--- config.mk ---
export PLATFORM = sky130hd
export DESIGN_NAME = pipeline_fetch_unit
export DESIGN_NICKNAME = d
export VERILOG_FILES = /design/src/rtl/pipeline_fetch_unit.sv
export SDC_FILE = /design/constraint.sdc
export NUM_CORES = 1
export LEC_CHECK = 0
export CORE_ASPECT_RATIO = 0.9
export CORE_UTILIZATION = 30
export CTS_CLUSTER_SIZE = 30
export DETAILED_ROUTE_END_ITERATION = 16
export SLEW_MARGIN = 20
export SYNTH_ARGS = -nofsm -noshare
export SYNTH_HDL_FRONTEND = slang
export SYNTH_SLANG_ARGS = --single-unit
--- constraint.sdc ---
create_clock -name clk -period 3.6 [get_ports clk]
set_input_delay 1.08 -clock clk [delete_from_list [all_inputs] [get_ports clk]]
set_output_delay 1.08 -clock clk [all_outputs]
set_load 0.005 [all_outputs]
--- src/rtl/pipeline_fetch_unit.sv ---
// Instruction fetch stage: PC-sequential reads of a 1-cycle-latency imem into a 2-entry queue.
// Fetch-to-valid latency 2 cycles; stalls hold the head and stop issue once 2 words are held.
module pipeline_fetch_unit #(
  parameter logic [15:0] NOP_IR   = 16'h0000,
  parameter logic [7:0]  RESET_PC = 8'h00
) (
  input  logic        clk,
  input  logic        rst,
  output logic [7:0]  imem_addr,
  output logic        imem_rd,
  input  logic [15:0] imem_rdata,
  input  logic        accept_in,
  input  logic        redirect_in,
  input  logic [7:0]  redirect_pc,
  output logic [15:0] IR_out,
  output logic [7:0]  PC_out,
  output logic        valid_out
);

  typedef enum logic [1:0] {
    S_RESET  = 2'd0,
    S_RUN    = 2'd1,
    S_REFILL = 2'd2
  } state_t;

  state_t      r_state;
  logic [7:0]  r_fetch_pc;
  logic [15:0] r_q_ir0;
  logic [15:0] r_q_ir1;
  logic [7:0]  r_q_pc0;
  logic [7:0]  r_q_pc1;
  logic [1:0]  r_count;
  logic        r_inflight;
  logic [7:0]  r_inflight_pc;
  logic        r_kill;

  logic        w_valid;
  logic        w_pop;
  logic        w_push;
  logic [2:0]  w_occupancy;
  logic        w_issue;

  // Words held after this edge's pop, plus the read already on its way back.
  assign w_valid     = (r_count != 2'd0);
  assign w_pop       = accept_in & w_valid;
  assign w_push      = r_inflight & ~r_kill & ~redirect_in;
  assign w_occupancy = {1'b0, r_count} - {2'b00, w_pop} + {2'b00, r_inflight};
  assign w_issue     = (r_state != S_RESET) & ~redirect_in & (w_occupancy < 3'd2);

  assign imem_rd   = w_issue;
  assign imem_addr = r_fetch_pc;
  assign valid_out = w_valid;
  assign IR_out    = w_valid ? r_q_ir0 : NOP_IR;
  assign PC_out    = w_valid ? r_q_pc0 : 8'h00;

  always_ff @(posedge clk or posedge rst) begin
    if (rst) begin
      r_state       <= S_RESET;
      r_fetch_pc    <= RESET_PC;
      r_q_ir0       <= NOP_IR;
      r_q_ir1       <= NOP_IR;
      r_q_pc0       <= 8'h00;
      r_q_pc1       <= 8'h00;
      r_count       <= 2'd0;
      r_inflight    <= 1'b0;
      r_inflight_pc <= 8'h00;
      r_kill        <= 1'b0;
    end else if (redirect_in) begin
      // The in-flight word lands in this very cycle and is simply not pushed.
      r_state    <= S_REFILL;
      r_fetch_pc <= redirect_pc;
      r_count    <= 2'd0;
      r_inflight <= 1'b0;
      r_kill     <= r_inflight;
    end else begin
      // Any stale response has been dropped by now, so kill never outlives one cycle.
      r_kill     <= 1'b0;
      r_inflight <= w_issue;
      if (w_issue) begin
        r_inflight_pc <= r_fetch_pc;
        r_fetch_pc    <= r_fetch_pc + 8'd1;
      end

      if (w_pop && w_push) begin
        if (r_count == 2'd2) begin
          r_q_ir0 <= r_q_ir1;
          r_q_pc0 <= r_q_pc1;
          r_q_ir1 <= imem_rdata;
          r_q_pc1 <= r_inflight_pc;
        end else begin
          r_q_ir0 <= imem_rdata;
          r_q_pc0 <= r_inflight_pc;
        end
      end else if (w_pop) begin
        r_q_ir0 <= r_q_ir1;
        r_q_pc0 <= r_q_pc1;
      end else if (w_push) begin
        if (r_count == 2'd0) begin
          r_q_ir0 <= imem_rdata;
          r_q_pc0 <= r_inflight_pc;
        end else begin
          r_q_ir1 <= imem_rdata;
          r_q_pc1 <= r_inflight_pc;
        end
      end

      r_count <= r_count - {1'b0, w_pop} + {1'b0, w_push};

      case (r_state)
        S_RESET:  r_state <= S_RUN;
        S_REFILL: if (w_push) r_state <= S_RUN;
        default:  r_state <= S_RUN;
      endcase
    end
  end

  always @(posedge clk) begin
    if (!rst) begin
      assert (!(w_push && !w_pop && (r_count == 2'd2)))
        else $error("fetch queue overflow: push into full queue");
    end
  end

endmodule
==> metrics.cfg, run 1 <==
[synthesis]
synth_area_leaders = dfrtp_1 51%, mux2_4 8.8%, mux2i_1 7.0%
syn_area_um2 = 3427
synthTopCellsByCount = 70 x dfrtp_1, 29 x nor2_1, 26 x a21oi_1, 25 x nor2b_1, 24 x mux2i_1
ys.flop_type = dfrtp_1
async_flop_share_pct = 100.0
synth_top_area_cell = dfrtp_1
synth_fp_nets = 320
synth_most_common_cell = dfrtp_1
synth_cells = 288
yosysWarningCount = 0
synth_cell_types = 48
synth.top_cell.area_share_pct = 51.11
ys_seq_elements = 70
ys_seq_area_share_pct = 51.11
postSynthAreaPerCell_um2 = 11.90
synth_edf_count = 0

[cts]
h-tree-depth = 3
cts_made_buffers = 9
clk_pin_slew_ns = 0.05
root_buffer = clkbuf_16
cts_tree = done
cts.sinks = 70
clk_latency_ns = 0.33
ctsLongestPathBuffers = 2
cts_hold_buffers = 0

[global_routing]
grt_pass1_wl_um = 11590
overflow = 0
grt_max_degree = 49
grt_pass1_vias = 2298
grt_util_all_layers_pct = 12.94
antenna_found_initial = 0

[job]
maxCapViolCount = 0

[layout]
layout.nets = 394
num_antenna_cells = 0
fill_cells = 1074
fin_area_um2 = 4603
drive_gt1_share_pct = 21.86
synthToLayoutAreaGrowth_pct = 34.32

[pwr]
p_per_area_nw_per_um2 = 827.3
internal_power_w = 0.002624
power.net_switching_w = 0.001184
ir_drop_mv = 0.3219
p_leak_nw = 1.902
swShare_pct = 31.10
total_power_w = 0.003808
seqPwrFrac_pct = 37.1
power_frac_comb_pct = 40.5
pwr-share-clk_pct = 22.4

[die]
start_util_pct = 31.18
core-area_um2 = 10990
io_pins = 62
die_x_um = 114.7
die_y_um = 103.4
rows = 36
die_area_um2 = 11860

[routing]
postRouteWirelength_um = 6917
firstDrtPassIters = 4
wl_per_cell_um = 13.35
antenna_left = 0
vias = 2354
drc = 0
drt-initial-drc-count = 84
via_per_inst = 4.544

[timing]
fmax_ghz = 0.2804
clock_skew_ns = 0.006365
worst_pin_slew_ns = 0.6254
maxSlewViolCount = 0
fin_crit_sh_pct = 99.06
finalSetupViolations = 0
relSlewSlack_pct = 58.25
hold_viol_final = 0
period_minus_slack_ns = 3.566
rsz0062_at_grt = true
tns_ns = 0

[placed_design]
dp_hpwl_um = 4655
io_buffers = 61
dpl-instance-area_um2 = 4297
place_congestion = 0.7602

[outcome]
status = finished, final reports clean

[critical_path]
required_ns = 2.52
crit_type = input port to primary output
worstPathMaxFanout = 2
startpoint_type = input port
arrival_ns = 2.49
critPathCaptureType = primary output

[worst_hold_path]
hp-class = flip-flop to flip-flop

[registers in the layout, summed over array words and instances (netlist names)]
register	flops
r_q_ir1	16
r_count	2
r_q_pc0	8
imem_addr	8
r_inflight_pc	8
r_state	2
r_kill	1
r_q_ir0	16
r_q_pc1	8
r_inflight	1
[timing repair]
action | in CTS | in global routing
resized for setup | 13 | 1
endpoints found under the setup margin | 1 | 1
buffers inserted | 0 | 0
cloned | 0 | 0
pin swaps | 4 | 1
[power by group through the flow]
| stage | Combinational [W] | Sequential [W] | Clock, W |
|---|---|---|---|
| after floorplan | 0.000995 | 0.00136 | 0 |
| after global placement | 0.00153 | 0.00141 | 0 |
| after detailed placement | 0.00156 | 0.00143 | 0 |
| after CTS | 0.00156 | 0.00142 | 0.000878 |
| after global routing | 0.00170 | 0.00147 | 0.000919 |
| final | 0.00154 | 0.00141 | 0.000853 |
[cell usage in the layout, fill, tap and decap left out, drive strengths merged, types with 2 or more instances in the layout]
master and n:
nand2b 2, ha 3, xor2 2, dfrtp 70, nand2 9, a21oi 26
mux2i 24, a21o 2, clkdlybuf4s50 59, a221o 3, nor2 30, buf 20
o21ai 4, a22oi 2, mux2 32, nand3 3, clkinvlp 2, nor2b 25
a21boi 2, nor3 4, inv 9, clkbuf 13
[critical path, stage by stage]
cell	delay, ns
buf_6	0.10
xor2_1	0.11
nand2_1	0.09
fa_2	0.54
nand2b_1	0.07
or3_4	0.35
inv_2	0.06
buf_6	0.08
[worst paths after layout]
| kind | depth (start not counted) | from | slack [ns] | to |
|---|---|---|---|---|
| max | 8 | accept_in | 0.03 | imem_rd |
| min | 1 | r_state[1]$_DFFE_PP0P_ | 0.49 | r_state[0]$_DFFE_PP0P_ |
| max reg2reg | 8 | r_inflight$_DFF_PP0_ | 1.16 | r_inflight_pc[7]$_DFFE_PP0P_ |
| min reg2reg | 1 | r_state[1]$_DFFE_PP0P_ | 0.49 | r_state[0]$_DFFE_PP0P_ |
| max in group asynchronous | 3 | rst | 1.69 | imem_addr[6]$_DFFE_PP0P_ |
| min in group asynchronous | 2 | rst | 1.15 | r_q_ir1[10]$_DFFE_PP0P_ |
[final cells by class]
type	instances	area, µm²	area share, %
sequential	70	1752	38.05
multi-input combinational	193	1543	33.51
timing repair buffer	79	789.5	17.15
clock buffer	13	280.3	6.089
tap	152	190.2	4.132
inverter	9	33.78	0.7339
clock inverter	2	15.01	0.3262
[stage by stage]
stage,worst slack [ns],hold slack (ns),cells,utilization [%]
3_3_place_gp,-0.8071,0.4743,503,39.09
3_5_place_dp,-0.8383,0.4854,503,39.09
2_1_floorplan,0.04414,0.4582,288,-
5_1_grt,-0.04703,0.5254,518,41.88
4_1_cts,0.01290,0.4932,518,41.83
6_report,0.03399,0.4870,518,41.88
[logic make-up (layout without fill, tap and decap cells)]
group / after synthesis / after routing / share of synthesized area, %
AO/OA/AOI/OAI: 48 / 48 / 10.00
XOR/XNOR: 3 / 3 / 0.7668
adder cells (fa/ha/maj): 4 / 4 / 1.680
buffers and inverters: 25 / 103 / 4.344
flip-flops: 70 / 70 / 51.11
multiplexers: 56 / 56 / 19.72
AND/OR/NAND/NOR: 82 / 82 / 12.38
[per-layer routing]
metal	wire, µm	GRT usage, %
met4	76	4.795
met1	3435	17.49
met3	358	3.846
met5	0	0
met2	3046	19.72
Note: power is estimated with default switching activity, not from simulation.
==> inputs of run 2 (changes only) <==
--- a/config.mk
+++ b/config.mk
@@ -9,7 +9,6 @@
 export CORE_UTILIZATION = 30
 export CTS_CLUSTER_SIZE = 30
 export DETAILED_ROUTE_END_ITERATION = 16
-export SLEW_MARGIN = 20
 export SYNTH_ARGS = -nofsm -noshare
 export SYNTH_HDL_FRONTEND = slang
 export SYNTH_SLANG_ARGS = --single-unit
==> constraint.sdc (replaced) <==
create_clock -name clk -period 4.3 [get_ports clk]
set_input_delay 1.29 -clock clk [delete_from_list [all_inputs] [get_ports clk]]
set_output_delay 1.29 -clock clk [all_outputs]
set_load 0.005 [all_outputs]
==> metrics.cfg, run 2 (same netlist as run 1, synthesis figures left out) <==
[routing]
antenna_left = 0  ; unchanged
drc = 0  ; unchanged
vias = 2313  ; -1.7%
postRouteWirelength_um = 6891  ; -0.38%
firstDrtPassIters = 4  ; unchanged
via_per_inst = 4.509  ; -0.78%
drt-initial-drc-count = 95  ; +13%
wl_per_cell_um = 13.43  ; +0.60%

[cts]
cts_tree = done
root_buffer = clkbuf_16
cts_setup_buffers = 0  ; unchanged
clk_pin_slew_ns = 0.06  ; about the same
ctsLongestPathBuffers = 2  ; unchanged
clk_latency_ns = 0.32  ; about the same
cts_made_buffers = 9  ; unchanged
cts.sinks = 70  ; unchanged
h-tree-depth = 3  ; unchanged
cts_hold_buffers = 0  ; unchanged

[layout]
reg_top3 = r_q_ir0 (16), r_q_ir1 (16)
drive_gt1_share_pct = 21.05  ; -0.81 points
synthToLayoutAreaGrowth_pct = 32.75
regArea_um2 = 1752  ; unchanged
fill_cells = 1069  ; -0.47%
fin_area_um2 = 4549  ; -1.2%
layout.nets = 388  ; -1.5%
layout_common_cells = 70 x dfrtp_1, 59 x clkdlybuf4s50_1, 28 x nor2_1, 25 x a21oi_1, 25 x nor2b_1
multi_input_area_um2 = 1550  ; +0.49%
fin_util_pct = 41.39  ; -0.49 points
mostFrequentLayoutCell = dfrtp_1
num_antenna_cells = 0  ; unchanged

[pwr]
power.net_switching_w = 0.0009977  ; -16%
internal_power_w = 0.002192  ; -16%
total_power_w = 0.003190  ; -16%
pwr-share-clk_pct = 23.7  ; +1.3 points
swShare_pct = 31.28  ; +0.18 points
seqPwrFrac_pct = 37.4  ; +0.3 points
power_frac_comb_pct = 38.9  ; -1.6 points
p_per_area_nw_per_um2 = 701.2  ; -15%
ir_drop_mv = 0.2584  ; -20%
p_leak_nw = 1.880  ; -1.1%

[timing]
finalSetupViolations = 0  ; unchanged
relSlewSlack_pct = 40.52  ; -18 points
tns_ns = 0  ; unchanged
fmax_ghz = 0.2388
rsz0062_at_grt = false
fin_crit_sh_pct = 97.38
clock_skew_ns = 0.005015  ; -0.001350 ns
maxSlewViolCount = 0  ; unchanged
whs_ns = 0.5025  ; +0.01551 ns
worst_pin_slew_ns = 0.8922  ; +0.2668 ns
period_minus_slack_ns = 4.187
hold_viol_final = 0  ; unchanged

[critical_path]
crit_start = accept_in
worstPathMaxFanout = 2  ; unchanged
required_ns = 3.01  ; +0.49 ns
crit_type = input port to primary output
r2r_slack_ns = 1.62  ; +0.46 ns
reg2reg_from = r_count[0]$_DFF_PP0_
arrival_ns = 2.90  ; +0.41 ns
reg2reg_to = r_inflight_pc[0]$_DFFE_PP0P_
r2r_cells = 8  ; unchanged
startpoint_type = input port
critPathCaptureType = primary output
endpoint = imem_rd

[global_routing]
overflow = 0  ; unchanged
grt_max_degree = 71  ; +45%
grt_pass1_wl_um = 11670  ; +0.71%
antenna_found_initial = 0  ; unchanged
grt_util_all_layers_pct = 12.94  ; about the same
grt_pass1_vias = 2336  ; +1.7%

[placed_design]
dpl-instance-area_um2 = 4227  ; -1.6%
io_buffers = 61  ; unchanged
dp_hpwl_um = 4475  ; -3.9%
place_congestion = 0.7921  ; +4.2%

[die]
start_util_pct = 31.18  ; unchanged
io_pins = 62  ; unchanged
die_y_um = 103.4  ; unchanged
die_x_um = 114.7  ; unchanged
core-area_um2 = 10990  ; unchanged
rows = 36  ; unchanged
die_area_um2 = 11860  ; unchanged

[outcome]
status = finished, final reports clean

[worst_hold_path]
hp-class = flip-flop to flip-flop

[job]
maxCapViolCount = 0  ; unchanged

-- run 2: cell count changes in the layout (fill, tap and decap cells not counted), moves of 2 or more --
cell,before,now
buf_12,3,1
buf_4,14,10
clkinvlp_4,2,0
clkinv_2,0,2
clkinv_4,0,2
clkbuf_8,4,2
buf_6,3,1
-- run 2: timing repair --
item                                    4_1_cts  5_1_grt
gates resized for setup                       8        3
pin swaps                                     2        3
endpoints found under the setup margin        1        1
-- run 2: worst min path at each step --
stage,cells past startpoint,to,start,slack [ns]
2_1_floorplan,1,r_state[0]$_DFFE_PP0P_,r_state[1]$_DFFE_PP0P_,0.46
5_1_grt,1,r_q_ir1[15]$_DFFE_PP0P_,r_q_ir1[15]$_DFFE_PP0P_,0.51
4_1_cts,1,r_q_ir1[13]$_DFFE_PP0P_,r_q_ir1[13]$_DFFE_PP0P_,0.51
3_3_place_gp,1,r_state[0]$_DFFE_PP0P_,r_state[1]$_DFFE_PP0P_,0.47
6_report,1,r_q_pc1[5]$_DFFE_PP0P_,r_q_pc1[5]$_DFFE_PP0P_,0.50
3_5_place_dp,1,r_q_ir1[15]$_DFFE_PP0P_,r_q_ir1[15]$_DFFE_PP0P_,0.49
-- run 2: power by group through the flow --
stage	Clock [W]	Sequential, W	Combinational (W)
2_1_floorplan	0	0.00113	0.000833
3_3_place_gp	0	0.00119	0.00122
3_5_place_dp	0	0.00120	0.00125
4_1_cts	0.000778	0.00119	0.00126
5_1_grt	0.000804	0.00124	0.00138
6_report	0.000757	0.00119	0.00124
-- run 2: through the flow --
| step | setup slack (ns) | instances |
|---|---|---|
| 5_1_grt | 0.04027 | 513 |
| 3_5_place_dp | -0.5498 | 497 |
| 6_report | 0.1127 | 513 |
| 3_3_place_gp | -0.5233 | 497 |
| 2_1_floorplan | 0.3241 | 288 |
| 4_1_cts | 0.003383 | 513 |
-- run 2: layout make-up --
type / count / area share (%)
sequential: 70 / 38.50
tap: 152 / 4.180
clock inverter: 5 / 1.265
clock buffer: 11 / 5.556
timing repair buffer: 73 / 15.68
inverter: 9 / 0.7426
multi-input combinational: 193 / 34.08
-- run 2: worst max-delay path, stage by stage --
cell	delay, ns
clkbuf_2	0.11
xor2_1	0.14
nand2_1	0.09
fa_2	0.58
nand2b_4	0.06
or3_4	0.40
inv_2	0.05
clkdlybuf4s15_2	0.19
-- run 2: metal layers --
metal | track usage, % | wire (µm)
met2 | 19.21 | 3052
met4 | 3.397 | 65
met1 | 17.92 | 3460
met5 | 0 | 0
met3 | 4.662 | 313
==> inputs of run 3 (changes only) <==
--- a/config.mk
+++ b/config.mk
@@ -7,6 +7,7 @@
 export LEC_CHECK = 0
 export CORE_ASPECT_RATIO = 0.9
 export CORE_UTILIZATION = 30
+export CTS_CLUSTER_DIAMETER = 40
 export CTS_CLUSTER_SIZE = 30
 export DETAILED_ROUTE_END_ITERATION = 16
 export SYNTH_ARGS = -nofsm -noshare
==> results of run 3 <==
No change in the layout: final DEF, timing and power equal those of run 2.
